### src/rtl/apb_arb_pkg.sv
// Shared types and address map for the APB request arbiter.
// Covers the FSM state encoding and the legal register addresses of the control slave.
package apb_arb_pkg;

  typedef enum logic [2:0] {
    IDLE   = 3'd0,
    SETUP  = 3'd1,
    ACCESS = 3'd2,
    CAPT   = 3'd3,
    RESP   = 3'd4
  } state_t;

  localparam int unsigned CHK_AW = 64;

  localparam logic [CHK_AW-1:0] ADDR_CNTRL = 64'h0;
  localparam logic [CHK_AW-1:0] ADDR_REG1  = 64'h4;
  localparam logic [CHK_AW-1:0] ADDR_REG2  = 64'h8;
  localparam logic [CHK_AW-1:0] ADDR_REG3  = 64'hC;
  localparam logic [CHK_AW-1:0] ADDR_REG4  = 64'h10;

  // True only for the five word-aligned registers of the slave.
  function automatic logic addr_legal(input logic [CHK_AW-1:0] addr);
    return (addr == ADDR_CNTRL) || (addr == ADDR_REG1) || (addr == ADDR_REG2) ||
           (addr == ADDR_REG3)  || (addr == ADDR_REG4);
  endfunction

endpackage

### src/rtl/rr_arbiter.sv
// Combinational round-robin arbiter: grants the first requester after the last-grant pointer.
module rr_arbiter #(
  parameter int unsigned NREQ = 2,
  parameter int unsigned IW   = (NREQ > 1) ? $clog2(NREQ) : 1
) (
  input  logic [NREQ-1:0] i_req,
  input  logic [IW-1:0]   i_ptr,
  output logic [NREQ-1:0] o_gnt,
  output logic [IW-1:0]   o_gnt_idx,
  output logic            o_any
);

  int unsigned w_dist;
  int unsigned w_best;

  // Distance of requester i from the pointer; the smallest nonzero step wins.
  always_comb begin
    w_dist    = 0;
    w_best    = NREQ;
    o_gnt_idx = '0;
    for (int unsigned i = 0; i < NREQ; i++) begin
      if (i_req[i]) begin
        w_dist = i + NREQ - 1 - 32'(i_ptr);
        if (w_dist >= NREQ) begin
          w_dist = w_dist - NREQ;
        end
        if (w_dist < w_best) begin
          w_best    = w_dist;
          o_gnt_idx = IW'(i);
        end
      end
    end
  end

  assign o_any = |i_req;
  assign o_gnt = o_any ? (NREQ'(1) << o_gnt_idx) : '0;

endmodule

### src/rtl/apb_req_arbiter.sv
// Shares one APB register slave among NREQ requesters with round-robin arbitration.
// Slave has no pready and registers its read data, so reads take an extra capture cycle.
module apb_req_arbiter
  import apb_arb_pkg::*;
#(
  parameter int unsigned NREQ = 2,
  parameter int unsigned AW   = 32,
  parameter int unsigned DW   = 32
) (
  input  logic             pclk,
  input  logic             presetn,
  input  logic [NREQ-1:0]  req_valid,
  input  logic [NREQ-1:0]  req_write,
  input  logic [NREQ*AW-1:0] req_addr,
  input  logic [NREQ*DW-1:0] req_wdata,
  output logic [NREQ-1:0]  done,
  output logic [DW-1:0]    rsp_rdata,
  output logic             rsp_err,
  output logic             busy,
  output logic [AW-1:0]    paddr,
  output logic [DW-1:0]    pwdata,
  output logic             psel,
  output logic             penable,
  output logic             pwrite,
  input  logic [DW-1:0]    prdata
);

  localparam int unsigned IW = (NREQ > 1) ? $clog2(NREQ) : 1;

  state_t r_state;
  state_t w_state_nxt;

  logic [IW-1:0]   r_ptr;
  logic [NREQ-1:0] r_gnt;
  logic            r_psel;
  logic            r_penable;
  logic            r_pwrite;
  logic [AW-1:0]   r_paddr;
  logic [DW-1:0]   r_pwdata;
  logic [NREQ-1:0] r_done;
  logic [DW-1:0]   r_rsp_rdata;
  logic            r_rsp_err;
  logic            r_busy;

  logic [NREQ-1:0] w_gnt;
  logic [IW-1:0]   w_gnt_idx;
  logic            w_any;
  logic            w_sel_write;
  logic [AW-1:0]   w_sel_addr;
  logic [DW-1:0]   w_sel_wdata;
  logic            w_sel_legal;
  logic            w_grant;

  logic [IW-1:0]   w_ptr_nxt;
  logic [NREQ-1:0] w_gnt_nxt;
  logic            w_psel_nxt;
  logic            w_penable_nxt;
  logic            w_pwrite_nxt;
  logic [AW-1:0]   w_paddr_nxt;
  logic [DW-1:0]   w_pwdata_nxt;
  logic [NREQ-1:0] w_done_nxt;
  logic [DW-1:0]   w_rsp_rdata_nxt;
  logic            w_rsp_err_nxt;
  logic            w_busy_nxt;

  rr_arbiter #(
    .NREQ (NREQ),
    .IW   (IW)
  ) u_rr_arbiter (
    .i_req     (req_valid),
    .i_ptr     (r_ptr),
    .o_gnt     (w_gnt),
    .o_gnt_idx (w_gnt_idx),
    .o_any     (w_any)
  );

  // Mux the winning requester's payload.
  always_comb begin
    w_sel_write = 1'b0;
    w_sel_addr  = '0;
    w_sel_wdata = '0;
    for (int unsigned i = 0; i < NREQ; i++) begin
      if (w_gnt[i]) begin
        w_sel_write = req_write[i];
        w_sel_addr  = req_addr[i*AW +: AW];
        w_sel_wdata = req_wdata[i*DW +: DW];
      end
    end
  end

  assign w_sel_legal = addr_legal(CHK_AW'(w_sel_addr));
  assign w_grant     = (r_state == IDLE) && w_any;

  always_ff @(posedge pclk or negedge presetn) begin
    if (!presetn) begin
      r_state <= IDLE;
    end else begin
      r_state <= w_state_nxt;
    end
  end

  always_comb begin
    w_state_nxt = r_state;
    unique case (r_state)
      IDLE: begin
        if (w_any) begin
          w_state_nxt = w_sel_legal ? SETUP : RESP;
        end
      end
      SETUP:   w_state_nxt = ACCESS;
      ACCESS:  w_state_nxt = r_pwrite ? RESP : CAPT;
      CAPT:    w_state_nxt = RESP;
      RESP:    w_state_nxt = IDLE;
      default: w_state_nxt = IDLE;
    endcase
  end

  // Next values of the registered outputs, decoded from the upcoming state.
  always_comb begin
    w_ptr_nxt       = r_ptr;
    w_gnt_nxt       = r_gnt;
    w_psel_nxt      = 1'b0;
    w_penable_nxt   = 1'b0;
    w_pwrite_nxt    = r_pwrite;
    w_paddr_nxt     = r_paddr;
    w_pwdata_nxt    = r_pwdata;
    w_done_nxt      = '0;
    w_rsp_rdata_nxt = r_rsp_rdata;
    w_rsp_err_nxt   = r_rsp_err;
    w_busy_nxt      = (w_state_nxt != IDLE);

    w_psel_nxt    = (w_state_nxt == SETUP) || (w_state_nxt == ACCESS);
    w_penable_nxt = (w_state_nxt == ACCESS);

    if (w_grant) begin
      w_ptr_nxt       = w_gnt_idx;
      w_gnt_nxt       = w_gnt;
      w_rsp_rdata_nxt = '0;
      w_rsp_err_nxt   = !w_sel_legal;
      if (w_sel_legal) begin
        w_pwrite_nxt = w_sel_write;
        w_paddr_nxt  = w_sel_addr;
        w_pwdata_nxt = w_sel_wdata;
      end
    end

    if (r_state == CAPT) begin
      w_rsp_rdata_nxt = prdata;
    end

    if (w_state_nxt == RESP) begin
      w_done_nxt = (r_state == IDLE) ? w_gnt : r_gnt;
    end
  end

  always_ff @(posedge pclk or negedge presetn) begin
    if (!presetn) begin
      r_ptr       <= IW'(NREQ - 1);
      r_gnt       <= '0;
      r_psel      <= 1'b0;
      r_penable   <= 1'b0;
      r_pwrite    <= 1'b0;
      r_paddr     <= '0;
      r_pwdata    <= '0;
      r_done      <= '0;
      r_rsp_rdata <= '0;
      r_rsp_err   <= 1'b0;
      r_busy      <= 1'b0;
    end else begin
      r_ptr       <= w_ptr_nxt;
      r_gnt       <= w_gnt_nxt;
      r_psel      <= w_psel_nxt;
      r_penable   <= w_penable_nxt;
      r_pwrite    <= w_pwrite_nxt;
      r_paddr     <= w_paddr_nxt;
      r_pwdata    <= w_pwdata_nxt;
      r_done      <= w_done_nxt;
      r_rsp_rdata <= w_rsp_rdata_nxt;
      r_rsp_err   <= w_rsp_err_nxt;
      r_busy      <= w_busy_nxt;
    end
  end

  assign done      = r_done;
  assign rsp_rdata = r_rsp_rdata;
  assign rsp_err   = r_rsp_err;
  assign busy      = r_busy;
  assign paddr     = r_paddr;
  assign pwdata    = r_pwdata;
  assign psel      = r_psel;
  assign penable   = r_penable;
  assign pwrite    = r_pwrite;

endmodule
### config.mk
export PLATFORM = sky130hd
export DESIGN_NAME = apb_req_arbiter
export DESIGN_NICKNAME = d
export VERILOG_FILES = /design/src/rtl/apb_arb_pkg.sv /design/src/rtl/rr_arbiter.sv /design/src/rtl/apb_req_arbiter.sv
export SDC_FILE = /design/constraint.sdc
export NUM_CORES = 1
export LEC_CHECK = 0
export ABC_CLOCK_PERIOD_IN_PS = 4100
export CAP_MARGIN = 40
export CORE_MARGIN = 3
export CORE_UTILIZATION = 40
export CTS_CLUSTER_SIZE = 8
export DETAILED_ROUTE_END_ITERATION = 8
export PLACE_DENSITY = 0.95
export SYNTH_ARGS = -nofsm -noshare
export SYNTH_HDL_FRONTEND = slang
export SYNTH_HIERARCHICAL = 1
export SYNTH_SLANG_ARGS = --single-unit
### constraint.sdc
create_clock -name pclk -period 4.1 [get_ports pclk]
set_clock_uncertainty 0.05 [all_clocks]
set_input_delay 1.025 -clock pclk [delete_from_list [all_inputs] [get_ports pclk]]
set_output_delay 1.025 -clock pclk [all_outputs]
set_load 0.01 [all_outputs]
# == Word-level counts from Yosys, hierarchy flattened ==
# Cells that the tools add are included.
# W data, S select, Z words.
# op_classes
addsub,4
n_lt_le_gt_ge,4
n_eq_ne,10
shift,1
muxes,23
reduce_logical,13
# op_table
operator,count
$mux W32,12
$eq A32 B4 Y1 const B,2
$ge A32 B2 Y1 const B,2
$sub A32 B2 Y32 const B,2
$eq A32 B3 Y1 const B,1
$eq A32 B5 Y1 const B,1
$logic_not A32 Y1,1
$lt A32 B2 Y1 const B,1
$lt A32 B32 Y1,1
$pmux W3 S4,1
$eq A3 B2 Y1 const B,3
$mux W3,3
$eq A3 B1 Y1 const B,2
$mux W2,3
$logic_or A1 B1 Y1,5
$mux W1,4
$eq A3 B3 Y1 const B,1
$logic_not A3 Y1,1
$reduce_bool A3 Y1,1
$sub A2 B1 Y3 const A,1
$reduce_and A2 Y1,1
$reduce_bool A2 Y1,1
$reduce_or A2 Y1,1
$shl A1 B1 Y2 const A,1
3 further kinds,3
# word_totals
reg_bits,109
inputBits,166
output_inout_bits,103
wordCells,67

# == Longest topological paths before layout ==
# depth
ltp_word,24
ltp_mapped,10
ltp_nobuf,7

# == By module ==
# The synthesis kept the hierarchy.
# modules_own_cells
module,instances,cells_each,area_each_um2,seq_area_each_um2
apb_req_arbiter,1,315,4334.2,2728.9
rr_arbiter,1,5,32.5,0.0

# == Worst setup path before layout ==
# OpenSTA, ideal clock, no wires.
# synth_path
path_kind,input to register
start,input req_valid[1]
end,"register r_pwdata[10], in the netlist pwdata[10]"
setup_ps,128
t_arrival_ps,2848
path_slack_ps,1075
path_stages,8
cell_sequence,a21boi_0 > nor2b_1 > buf_2 > a22o_1 > a221oi_2 > nand3_1 > buf_2 > mux2_1
# synth_via
elab_chain_len,11
elab_cells_between_ends,19
cone_classes,eq/ne (4); shift (1); mux (6); reduce/logical (8)
# synth_rtl
element,line_no,source
from (decl),apb_req_arbiter.sv:12,"input logic [NREQ-1:0] req_valid,"
$mux W1,rr_arbiter.sv:22,if (i_req[i]) begin
$shl A1 B1 Y2,rr_arbiter.sv:36,assign o_gnt = o_any ? (NREQ'(1) << o_gnt_idx) : '0;
$mux W2,rr_arbiter.sv:36,
$mux W32 (2 in a row),apb_req_arbiter.sv:83,if (w_gnt[i]) begin
$eq A32 B3 Y1 or $logic_not A32 Y1 (tied branches),apb_arb_pkg.sv:23,return (addr == ADDR_CNTRL) || (addr == ADDR_REG1) || (addr == ADDR_REG2) ||
$logic_or A1 B1 Y1 (3 in a row),apb_arb_pkg.sv:23,
$logic_or A1 B1 Y1,apb_arb_pkg.sv:24,(addr == ADDR_REG3) || (addr == ADDR_REG4);
$reduce_and A2 Y1 (no source line),n/a,
to (signal assigned),apb_req_arbiter.sv:176,r_pwdata <= w_pwdata_nxt;
to (decl),apb_req_arbiter.sv:39,logic [DW-1:0] r_pwdata;
# Parallel ways exist; a longest one is shown, timed or not.
# A chain may end at the register's enable or synchronous reset.

# == Worst setup path in the final report ==
# layout_path
start,input req_valid[1]
end,"register r_pwdata[28], in the netlist pwdata[28]"
# layout_via
elab_cells_between_ends,19
cone_classes,eq/ne (4); shift (1); mux (6); reduce/logical (8)
# layout_rtl
element,line_no,source
$mux W1,rr_arbiter.sv:22,
$shl A1 B1 Y2,rr_arbiter.sv:36,
$mux W2 (*),rr_arbiter.sv:36,
net w_gnt[1],apb_req_arbiter.sv:45,logic [NREQ-1:0] w_gnt;
$mux W32,apb_req_arbiter.sv:83,
$eq A32 B3 Y1 or $logic_not A32 Y1 (tied branches),apb_arb_pkg.sv:23,
$logic_or A1 B1 Y1 (3 in a row),apb_arb_pkg.sv:23,
$logic_or A1 B1 Y1,apb_arb_pkg.sv:24,
$reduce_and A2 Y1 (no source line),n/a,
# Mark *: on every way through the listed nets, which the timed path passes. The rest lies on a longest branch.

==> results <==
- The total area inside the core boundary comes to 10,500 µm².
- After clock tree synthesis, the clock-pin slew on the worst setup and hold paths is 0.12 ns.
- The count of final hold-check violations is 0.
- Once placement completed, the tool counted placed cells totaling 712.
- The total inserted antenna cells is 0.
- The count of H-tree levels built during CTS is 3.
- The capturing point of the worst reg2reg path is pwdata[28].
- The synthesized netlist occupies a cell area of 4370 µm².
- The fill cell total of the finished layout is 742.
- The count of cells along the worst register-to-register path is 8.
- Global routing consumed, over all layers together, 23.4% of the routing resources.
- The maximum number of pins on one net before global-route repair is 46.
- The post-layout net count is 753.
- The startpoint of the most critical hold path is paddr[26].
- The flow ran to the end, and the final reports show no timing, DRC or antenna violations.
- The CTS tree is yes.
- Counting every sink on the clock net gives 109.
- The count of final max-slew check failures is 0.
- Buffers inserted to repair hold after CTS numbered 0.
- The worst setup path is launched from a primary input.
- During I/O placement, the number of pins put on the boundary was 269.
- In the routed layout, each cell is associated on average with a via count of 5.21.
- Once detailed placement completed, the half-perimeter wirelength came to 11,100 µm.
- The pre-CTS worst setup slack is 0.388 ns.
- In the detailed route, the total length drawn on met2 is 7320 µm.
- The critical path endpoint category is a flop.
- The origin of the critical flop-to-flop path is r_ptr.
- The root buffer cell is sky130_fd_sc_hd__clkbuf_8.
- The final critical delay including setup and external delays is 3.34 ns.
- The final number of setup-violating endpoints is 0.
- Synthesis produced a netlist whose cell count is 320.
- The Yosys step of the flow raised 6 warnings.
- The floorplan step set the die width to 110 µm.
- The die area is 12,200 µm².
- The effective utilization at floorplan is 41.7%.
- Sequential elements use 62.5% of the synthesized area.
- Power spread over the standard cell area amounts to 455 nW/µm².
- The count of maximum capacitance violations is 0.
- The clock insertion delay at the later pin of the skew report is 0.36 ns.
- The height of the chip is 110 µm.
- For this design the static power due to leakage is 0.00324 µW.
- The data arrival time of the critical path is 3.54 ns.
- The clock network accounts for 18.9% of the total power.
- The first global-routing pass estimated 23,100 µm of wire.
- The number of setup buffers added after CTS is 0.
- Summed over all layers, the global routing overflow is 0.
- The final cell count without fillers is 728.
- The detailed router used layers up to and including met4.
- The flip-flop and latch count after synthesis is 109.
- The combinational cell fraction of total power is 37.8%.
- The minimum setup slack among reg-to-reg paths is 1.43 ns.
- The worst hold path class is flop to flop.
- The sequential cells in the finished layout cover a total of 2730 µm².
- The kind of critical path is primary input to flop.
- The peak ir drop on the vdd network is 0.000272 V.
- After detailed routing, the met3 layer carries 729 µm of wire.
- In the routed design, unresolved DRC markers number 0.
- Setup slack on the critical path of the routed design comes to 0.759 ns.
- Measured against its own limit, the worst slew margin works out to 63.2%.
- The post-cts resize count is 0.
- The count of nets left with antenna violations once routing finished came out at 0.
- The post-route met1 wirelength is 5730 µm.
- The portion of the clock cycle consumed by the worst path in the final layout is 81.5%.
- Setup repair after global routing left no endpoint under its margin.
- The TritonCTS buffer count is 9.
- The average wire length per cell after detail routing is 19.3 µm.
- The layout cell share with drive strength beyond 1 is 6.08%.
- The path with the worst hold slack has its endpoint at paddr[26].
- The switching power is 1090 µW.
- The achievable frequency is 299 MHz.
- For the pin with the worst max-slew slack, the measured transition is 0.553 ns.
- The data required time of the worst path is 4.30 ns.
- The internal power of the cells totals 2290 µW.
- The number of antenna violations at the first check in global routing is 0.
- The footprint of the multi-input gates is 1560 µm².
- When the netlist entered floorplanning its net count stood at 486.
- Routability-driven placement finished with a final weighted congestion of 0.898.
- The area added between synthesis and finish is 70.3%.
- The highest net fanout along the worst path is 39.
- The number of DRC violations after detailed-routing iteration 0 is 114.
- The first detailed-routing pass ran for 4 iterations.
- Summed over all layers, the routed wires come to 14,000 µm.
- The deepest clock path buffer count is 2.
- The number of I/O port buffers is 268.
- The overall via count from detail_route is 3,792.
- Setup total negative slack on the finished layout was measured at 0 ns.
- The number of cells on the worst hold path is 1.
- The number of different library cells used by synthesis comes to 32.
- The post-synthesis average cell area is 13.6 µm².
- The share of total power dissipated in sequential elements is 43.3%.
- The number of global-route vias before repair is 4,248.
- The number of core rows is 37.
- In this run switching power makes up 32.3% of total power.
==> power groups by stage <==
stage	clock [µW]	sequential, µW	combinational [µW]
after floorplan	0	1550	429
after detailed placement	0	1480	1280
after global placement	0	1470	1230
after CTS	657	1470	1290
after global routing	708	1500	1370
final	639	1460	1280
==> metrics by stage <==
step | area [µm²] | hold slack [ns] | util, % | power (µW)
2_1_floorplan | 4370 | 0.400 | - | 1980
3_5_place_dp | 7230 | 0.423 | 69.1 | 2760
4_1_cts | 7430 | 0.449 | 71.1 | 3410
5_1_grt | 7430 | 0.459 | 71.1 | 3580
6_report | 7430 | 0.445 | 71.1 | 3380
3_3_place_gp | 7210 | 0.418 | 68.9 | 2700
==> layout make-up <==
class	count	share of cell area, %
Clock inverter	7	1.04
Multi-Input combinational cell	187	21.0
Tap cell	136	2.29
Sequential cell	109	36.7
Inverter	3	0.151
Timing Repair Buffer	277	37.1
Clock buffer	9	1.67
==> worst max-delay path, stage by stage <==
cell	delay, ns
sky130_fd_sc_hd__clkdlybuf4s50_1	0.54
sky130_fd_sc_hd__a21boi_4	0.25
sky130_fd_sc_hd__buf_4	0.40
sky130_fd_sc_hd__a21oi_1	0.08
sky130_fd_sc_hd__a41oi_1	0.24
sky130_fd_sc_hd__a221oi_2	0.08
sky130_fd_sc_hd__nand3_2	0.11
sky130_fd_sc_hd__buf_4	0.39
sky130_fd_sc_hd__mux2_1	0.38
==> state kept, by name (all words and copies together), names as in the netlist <==
register,flops
psel,1
busy,1
rsp_err,1
penable,1
r_gnt,2
pwdata,32
paddr,32
rsp_rdata,32
done,2
r_state,3
r_ptr,1
pwrite,1
==> worst max-delay path by stage <==
stage,slack (ns),start,depth (start not counted),to
after floorplan,1.07,req_valid[1],8,pwdata[10]
after detailed placement,0.39,req_valid[1],9,pwdata[28]
after CTS,0.78,req_valid[1],9,pwdata[28]
after global placement,0.53,req_valid[1],9,pwdata[24]
final,0.76,req_valid[1],9,pwdata[28]
after global routing,0.60,req_valid[1],9,pwdata[15]
==> cells by family (layout without fill, tap and decap cells) <==
logic type | Yosys count | in the layout | share of synthesized area, %
simple gates | 63 | 63 | 8.80
buf+inv | 24 | 296 | 2.26
mux | 39 | 39 | 10.0
compound gates | 85 | 85 | 16.4
flops | 109 | 109 | 62.5
==> cell usage after synthesis <==
library cell	instances	area, µm²
sky130_fd_sc_hd__mux2_2	2	22.5
sky130_fd_sc_hd__and2_1	29	181
sky130_fd_sc_hd__dfrtp_1	108	2700
sky130_fd_sc_hd__a21boi_0	2	15.0
sky130_fd_sc_hd__clkbuf_1	14	52.6
sky130_fd_sc_hd__a21boi_1	1	7.51
sky130_fd_sc_hd__buf_2	7	35.0
sky130_fd_sc_hd__mux2i_1	1	10.0
sky130_fd_sc_hd__mux2_1	36	405
sky130_fd_sc_hd__nor2b_1	1	6.26
sky130_fd_sc_hd__a22o_1	68	596
sky130_fd_sc_hd__or2_1	1	6.26
sky130_fd_sc_hd__nand3_1	2	10.0
sky130_fd_sc_hd__nor2_1	6	22.5
sky130_fd_sc_hd__o21ai_0	5	25.0
sky130_fd_sc_hd__a41oi_1	1	8.76
sky130_fd_sc_hd__nor4_1	12	75.1
sky130_fd_sc_hd__inv_1	3	11.3
sky130_fd_sc_hd__nor3_1	4	20.0
sky130_fd_sc_hd__a21oi_1	1	5.00
sky130_fd_sc_hd__nand4_1	2	12.5
sky130_fd_sc_hd__o21ai_1	1	5.00
sky130_fd_sc_hd__nand2_1	3	11.3
sky130_fd_sc_hd__nand2b_1	1	6.26
sky130_fd_sc_hd__a21o_1	1	7.51
sky130_fd_sc_hd__dfstp_2	1	26.3
sky130_fd_sc_hd__nor4b_4	1	23.8
sky130_fd_sc_hd__o31ai_1	2	15.0
sky130_fd_sc_hd__a221oi_2	1	15.0
sky130_fd_sc_hd__nor4b_1	1	8.76
sky130_fd_sc_hd__o21a_1	1	7.51
sky130_fd_sc_hd__a32o_1	1	10.0
==> per-layer routing <==
layer,vias up,track usage (%)
met2,148,41.1
met3,25,5.26
met5,-,0
li1,1727,-
met4,0,6.16
met1,1892,29.1
==> layout by cell type, fill, tap and decap left out, drive strengths merged <==
cell / netlist / routed
a21boi: 3 / 3
a21o: 1 / 1
a21oi: 1 / 1
a221oi: 1 / 1
a22o: 68 / 68
a32o: 1 / 1
a41oi: 1 / 1
and2: 29 / 29
buf: 7 / 10
clkbuf: 14 / 9
clkdlybuf4s50: 0 / 267
clkinv: 0 / 3
clkinvlp: 0 / 1
dfrtp: 108 / 108
dfstp: 1 / 1
inv: 3 / 6
mux2: 38 / 38
mux2i: 1 / 1
nand2: 3 / 3
nand2b: 1 / 1
nand3: 2 / 2
nand4: 2 / 2
nor2: 6 / 6
nor2b: 1 / 1
nor3: 4 / 4
nor4: 12 / 12
nor4b: 2 / 2
o21a: 1 / 1
o21ai: 6 / 6
o31ai: 2 / 2
or2: 1 / 1
Note: power is estimated with default switching activity, not from simulation.
